**config.mk**
```make
export PLATFORM = sky130hd
export DESIGN_NAME = addseq_ctrl_flat
export DESIGN_NICKNAME = d
export VERILOG_FILES = /design/src/rtl/addseq_if.sv /design/src/rtl/addseq_ctrl.sv /design/src/flat_wrapper.sv
export SDC_FILE = /design/constraint.sdc
export NUM_CORES = 1
export LEC_CHECK = 0
export BUFFER_PORTS_ARGS = -buffer_cell sky130_fd_sc_hd__buf_2
export CELL_PAD_IN_SITES_DETAIL_PLACEMENT = 2
export CELL_PAD_IN_SITES_GLOBAL_PLACEMENT = 2
export CORE_ASPECT_RATIO = 1.5
export CORE_MARGIN = 2
export CORE_UTILIZATION = 34
export DETAILED_ROUTE_END_ITERATION = 8
export PLACE_DENSITY = 0.92
export SYNTH_ARGS = -nofsm -noshare
export SYNTH_HDL_FRONTEND = slang
export SYNTH_SLANG_ARGS = --single-unit
```
**constraint.sdc**
```tcl
create_clock -name clk -period 3.9 [get_ports clk]
set_input_delay 0.585 -clock clk [delete_from_list [all_inputs] [get_ports clk]]
set_output_delay 0.585 -clock clk [all_outputs]
set_load 0.01 [all_outputs]
```
**src/rtl/addseq_if.sv**
```systemverilog
// Requester and adder-slice signal bundle for addseq_ctrl.
// The optional sub request bit exists only when SUBTRACT_EN is defined.
interface addseq_if #(
    parameter int unsigned WORDS = 4
);
    localparam int unsigned W = 4 * WORDS;

    logic         start;
    logic [W-1:0] op_a;
    logic [W-1:0] op_b;
    logic         cin;
`ifdef SUBTRACT_EN
    logic         sub;
`endif
    logic         busy;
    logic         done;
    logic [W-1:0] sum;
    logic         cout;
    logic         ovf;
    logic [3:0]   fa_a;
    logic [3:0]   fa_b;
    logic         fa_cin;
    logic [3:0]   fa_sum;
    logic         fa_cout;

    // Sequencer side: consumes requests and adder results, drives status and slice operands
    modport slave (
        input  start, op_a, op_b, cin,
`ifdef SUBTRACT_EN
        input  sub,
`endif
        input  fa_sum, fa_cout,
        output busy, done, sum, cout, ovf, fa_a, fa_b, fa_cin
    );

    modport master (
        output start, op_a, op_b, cin,
`ifdef SUBTRACT_EN
        output sub,
`endif
        output fa_sum, fa_cout,
        input  busy, done, sum, cout, ovf, fa_a, fa_b, fa_cin
    );
endinterface

```
**src/rtl/addseq_ctrl.sv**
```systemverilog
// Nibble-serial adder sequencer: time-shares one external 4-bit adder slice, LSB nibble first.
// Define SUBTRACT_EN to add the sub request bit (A - B via inverted B and forced carry-in).
module addseq_ctrl #(
    parameter int unsigned WORDS = 4
) (
    input  logic     clk,
    input  logic     rst_n,
    addseq_if.slave  bus
);
    localparam int unsigned W  = 4 * WORDS;
    localparam int unsigned IW = (WORDS > 1) ? $clog2(WORDS) : 1;

    typedef enum logic [1:0] {
        IDLE = 2'd0,
        RUN  = 2'd1,
        DONE = 2'd2
    } state_t;

    state_t                  state_q, state_d;
    logic [IW-1:0]           idx_q, idx_d;
    logic [WORDS-1:0][3:0]   a_q, a_d;
    logic [WORDS-1:0][3:0]   b_q, b_d;
    logic                    c_q, c_d;
    logic [WORDS-1:0][3:0]   sum_q, sum_d;
    logic                    cout_q, cout_d;
    logic                    ovf_q, ovf_d;
    logic                    busy_q, done_q;
    logic [3:0]              fa_a_c, fa_b_c;
    logic                    fa_cin_c;
    logic                    last_c;

    assign last_c = (idx_q == IW'(WORDS - 1));

    // State register plus latched operands, running carry and result
    always_ff @(posedge clk or negedge rst_n) begin
        if (!rst_n) begin
            state_q <= IDLE;
            idx_q   <= '0;
            a_q     <= '0;
            b_q     <= '0;
            c_q     <= 1'b0;
            sum_q   <= '0;
            cout_q  <= 1'b0;
            ovf_q   <= 1'b0;
            busy_q  <= 1'b0;
            done_q  <= 1'b0;
        end else begin
            state_q <= state_d;
            idx_q   <= idx_d;
            a_q     <= a_d;
            b_q     <= b_d;
            c_q     <= c_d;
            sum_q   <= sum_d;
            cout_q  <= cout_d;
            ovf_q   <= ovf_d;
            busy_q  <= (state_d == RUN);
            done_q  <= (state_d == DONE);
        end
    end

    // Next state, operand capture and one nibble of the result per RUN cycle
    always_comb begin
        state_d  = state_q;
        idx_d    = idx_q;
        a_d      = a_q;
        b_d      = b_q;
        c_d      = c_q;
        sum_d    = sum_q;
        cout_d   = cout_q;
        ovf_d    = ovf_q;
        fa_a_c   = 4'h0;
        fa_b_c   = 4'h0;
        fa_cin_c = 1'b0;

        unique case (state_q)
            IDLE, DONE: begin
                if (bus.start) begin
                    state_d = RUN;
                    idx_d   = '0;
                    a_d     = bus.op_a;
                    sum_d   = '0;
`ifdef SUBTRACT_EN
                    if (bus.sub) begin
                        b_d = ~bus.op_b;
                        c_d = 1'b1;
                    end else begin
                        b_d = bus.op_b;
                        c_d = bus.cin;
                    end
`else
                    b_d     = bus.op_b;
                    c_d     = bus.cin;
`endif
                end else begin
                    state_d = IDLE;
                end
            end
            RUN: begin
                fa_a_c        = a_q[idx_q];
                fa_b_c        = b_q[idx_q];
                fa_cin_c      = c_q;
                sum_d[idx_q]  = bus.fa_sum;
                c_d           = bus.fa_cout;
                idx_d         = idx_q + IW'(1);
                if (last_c) begin
                    state_d = DONE;
                    idx_d   = '0;
                    cout_d  = bus.fa_cout;
                    ovf_d   = (a_q[WORDS-1][3] == b_q[WORDS-1][3]) &&
                              (bus.fa_sum[3] != a_q[WORDS-1][3]);
                end
            end
            default: state_d = IDLE;
        endcase
    end

    assign bus.busy   = busy_q;
    assign bus.done   = done_q;
    assign bus.sum    = sum_q;
    assign bus.cout   = cout_q;
    assign bus.ovf    = ovf_q;
    assign bus.fa_a   = fa_a_c;
    assign bus.fa_b   = fa_b_c;
    assign bus.fa_cin = fa_cin_c;
endmodule

```
**src/flat_wrapper.sv**
```systemverilog
// flat-port wrapper written by rule: the top's interface ports become plain ports
module addseq_ctrl_flat 
#(
    parameter int unsigned WORDS = 4
)
  (clk, rst_n, bus_start, bus_op_a, bus_op_b, bus_cin, bus_fa_sum, bus_fa_cout, bus_busy, bus_done, bus_sum, bus_cout, bus_ovf, bus_fa_a, bus_fa_b, bus_fa_cin);
  addseq_if #(.WORDS(WORDS)) bus_i ();
  input  logic clk;
  input  logic rst_n;
  input wire logic [$bits(bus_i.start)-1:0] bus_start;
  input wire logic [$bits(bus_i.op_a)-1:0] bus_op_a;
  input wire logic [$bits(bus_i.op_b)-1:0] bus_op_b;
  input wire logic [$bits(bus_i.cin)-1:0] bus_cin;
  input wire logic [$bits(bus_i.fa_sum)-1:0] bus_fa_sum;
  input wire logic [$bits(bus_i.fa_cout)-1:0] bus_fa_cout;
  output wire logic [$bits(bus_i.busy)-1:0] bus_busy;
  output wire logic [$bits(bus_i.done)-1:0] bus_done;
  output wire logic [$bits(bus_i.sum)-1:0] bus_sum;
  output wire logic [$bits(bus_i.cout)-1:0] bus_cout;
  output wire logic [$bits(bus_i.ovf)-1:0] bus_ovf;
  output wire logic [$bits(bus_i.fa_a)-1:0] bus_fa_a;
  output wire logic [$bits(bus_i.fa_b)-1:0] bus_fa_b;
  output wire logic [$bits(bus_i.fa_cin)-1:0] bus_fa_cin;
  assign bus_i.start = bus_start;
  assign bus_i.op_a = bus_op_a;
  assign bus_i.op_b = bus_op_b;
  assign bus_i.cin = bus_cin;
  assign bus_i.fa_sum = bus_fa_sum;
  assign bus_i.fa_cout = bus_fa_cout;
  assign bus_busy = bus_i.busy;
  assign bus_done = bus_i.done;
  assign bus_sum = bus_i.sum;
  assign bus_cout = bus_i.cout;
  assign bus_ovf = bus_i.ovf;
  assign bus_fa_a = bus_i.fa_a;
  assign bus_fa_b = bus_i.fa_b;
  assign bus_fa_cin = bus_i.fa_cin;
  addseq_ctrl #(.WORDS(WORDS)) u_core (.clk(clk), .rst_n(rst_n), .bus(bus_i));
endmodule
```
==> results.json <==
{
  "status": "finished, final reports clean",
  "p_int_uw": 1620,
  "grt_max_degree": 48,
  "combPwrFrac_pct": 39.9,
  "mostFrequentLayoutCells": "nand2_1 (106), buf_2 (69), dfrtp_1 (57)",
  "clock-sinks": 57,
  "max_stage_delay_ps": 840,
  "firstDrtPassIters": 4,
  "syn-instance-count": 254,
  "rows": 38,
  "clockBufferDepth": 2,
  "dp_hpwl_mm": 5.71,
  "finalClockSkew_ps": 5.68,
  "startpoint_type": "flop",
  "n_antenna_cell": 0,
  "endpoint_kind": "output pin",
  "synth_compound_area_share_pct": 3.40,
  "dieWidth_um": 74.5,
  "cts.hold.buffers_added": 0,
  "fp.coreArea_um2": 7230,
  "rsz0062_at_grt": "no",
  "crit_family": "flip-flops",
  "drc": 0,
  "fin_crit_sh_pct": 70.2,
  "dieArea_um2": 8180,
  "gr-total-overflow": 0,
  "synth-xor-area-share_pct": 0,
  "ys_ff_latch": 57,
  "p_clk_share_pct": 19.8,
  "switching_share_pct": 39.8,
  "synth_adder_area_share_pct": 2.47,
  "drt_iter0_drc": 57,
  "synthDistinctLibCells": 27,
  "wl_per_cell_um": 19.0,
  "layout-drive-gt1-share_pct": 29.4,
  "synth.net_count": 300,
  "power_frac_seq_pct": 40.3,
  "path_class": "flop to output pin",
  "critical_path.cell_chain": "mux4_1 > and2_1 > buf_2",
  "area_delta_synth_final_pct": 24.0,
  "num_vias": 2119,
  "mostFrequentLayoutCell": "nand2_1",
  "ant_nets": 0,
  "powerDensity_nw_per_um2": 857,
  "peakVddDrop_uv": 238,
  "ioPinCount": 70,
  "post_drt_via_cell_ratio": 4.96,
  "slew_headroom_pct": 36.1,
  "tritoncts": "built",
  "start_util_pct": 35.1,
  "tightest_slew_ps": 959,
  "grt_antenna_before_repair": 0,
  "p_leak_uw": 0.00169,
  "synth-simple-area-share_pct": 25.8,
  "path_buf_inv": 1,
  "clock_latency_ps": 340,
  "syn_avg_cell_area_um2": 9.98,
  "tns_ps": 0,
  "cts_resized": 0,
  "crit_arrival_ps": 2150,
  "grt_pass1_vias": 2488,
  "htreeDepth": 3,
  "fill_cells": 826,
  "synth_top_family_by_area": "simple AND/OR/NAND/NOR gates",
  "ys_seq_area_share_pct": 56.2,
  "setup_violations": 0,
  "routed_wl_mm": 8.12,
  "cpMaxStageDelayCell": "dfrtp_1",
  "hp-class": "input pin to async pin",
  "globalplace.congestion": 0.776,
  "muxShareOfSynthArea_pct": 8.53,
  "worstPathMaxFanout": 14,
  "port_buffers": 69,
  "fmax_ghz": 0.365,
  "cts_root_buffer": "clkbuf_8",
  "track_usage_pct": 22.0,
  "grt_pass1_wl_mm": 13.0,
  "yosys_warnings": 0,
  "worstPathRequired_ps": 3310,
  "maxSlewViolCount": 0,
  "postCtsSetupRepairBufs": 0,
  "netlist_area_um2": 2540,
  "fin_nets": 368,
  "total_power_uw": 2700,
  "power_switching_uw": 1070,
  "finalHoldViolations": 0,
  "period_needed_ps": 2740,
  "cts_buffers": 9,
  "maxCapViolations": 0,
  "chipHeight_um": 110,
  "cts.clk_slew.worst_paths_ps": 70
}
power groups by stage:
stage	Clock (uW)	Sequential [uW]	Combinational, uW
5_1_grt	563	1130	1210
6_report	534	1090	1080
3_5_place_dp	0	1100	1080
2_1_floorplan	0	1030	711
4_1_cts	550	1090	1100
3_3_place_gp	0	1060	986
area by class of cell:
| class | count | area (um2) | area share [%] |
|---|---|---|---|
| Clock buffer | 14 | 183 | 5.81 |
| Sequential cell | 57 | 1430 | 45.4 |
| Tap cell | 100 | 125 | 3.98 |
| Inverter | 4 | 15.0 | 0.478 |
| Timing Repair Buffer | 71 | 360 | 11.5 |
| Clock inverter | 2 | 10.0 | 0.318 |
| Multi-Input combinational cell | 179 | 1020 | 32.6 |
logic make-up after synthesis:
group / count (synthesis)
buf+inv: 18
mux: 11
flops: 57
fa+ha+maj: 5
compound gates: 12
simple gates: 151
Yosys cell counts:
library cell | number | area share (%)
a32o_1 | 4 | 1.6
and2_1 | 10 | 2.5
and2b_1 | 1 | 0.30
and3_1 | 1 | 0.25
buf_2 | 9 | 1.8
buf_4 | 1 | 0.30
buf_6 | 1 | 0.44
clkbuf_1 | 3 | 0.44
dfrtp_1 | 57 | 56
ha_1 | 5 | 2.5
inv_1 | 4 | 0.59
mux2_1 | 2 | 0.89
mux2i_1 | 1 | 0.39
mux4_1 | 1 | 1.0
mux4_2 | 7 | 6.2
nand2_1 | 106 | 16
nand2_2 | 1 | 0.25
nand2b_1 | 3 | 0.74
nand3_1 | 22 | 4.3
nand3b_1 | 4 | 1.2
nor2_1 | 1 | 0.15
nor2b_1 | 1 | 0.25
nor3_1 | 1 | 0.20
o21ai_0 | 4 | 0.79
o21ai_1 | 1 | 0.20
o22ai_1 | 1 | 0.25
o31ai_1 | 2 | 0.59
final timing paths:
| path | startpoint | end | slack [ps] | cells after the start |
|---|---|---|---|---|
| setup / recovery | u_core.idx_q[0] | bus_fa_a[3] | 1160 | 3 |
| hold / removal | rst_n | u_core.bus.sum[3] | 310 | 1 |
| min in group clk | bus_op_b[8] | u_core.b_q[8] | 430 | 3 |
| setup reg to reg | u_core.idx_q[0] | u_core.bus.sum[11] | 1870 | 5 |
| hold reg to reg | u_core.b_q[11] | u_core.b_q[11] | 480 | 2 |
| max in group asynchronous | rst_n | u_core.a_q[4] | 2740 | 2 |
through the flow:
step	instance area (um2)	setup slack (ps)	instances	hold slack [ps]	util [%]
2_1_floorplan	2540	2060	254	289	-
3_3_place_gp	2950	1570	411	455	40.8
3_5_place_dp	2950	1550	411	471	40.8
4_1_cts	3140	1110	427	315	43.5
5_1_grt	3140	1050	427	354	43.5
6_report	3140	1160	427	307	43.5
worst register-to-register path, stage by stage (launching register included):
cell	delay, ps
dfrtp_1	840
inv_1	170
ha_1	320
nand3b_1	260
nand3_1	120
o21ai_0	200
sequential cells by signal, summed over array words and instances (netlist names):
signal	cells
u_core.idx_q	2
u_core.bus.sum	16
u_core.c_q	1
u_core.bus.cout	1
u_core.b_q	16
u_core.bus.busy	1
u_core.a_q	16
u_core.state_q	2
u_core.bus.done	1
u_core.bus.ovf	1
metal layers:
layer	part of all wire, %	GRT usage, %	routed length (um)	vias up
li1	-	-	-	968
met3	3.9	4.58	316	14
met5	0	0	0	-
met1	36	22.6	2920	1079
met4	2.2	9.18	176	0
met2	58	41.7	4700	58
No activity file was read; power rests on OpenSTA's default activity.
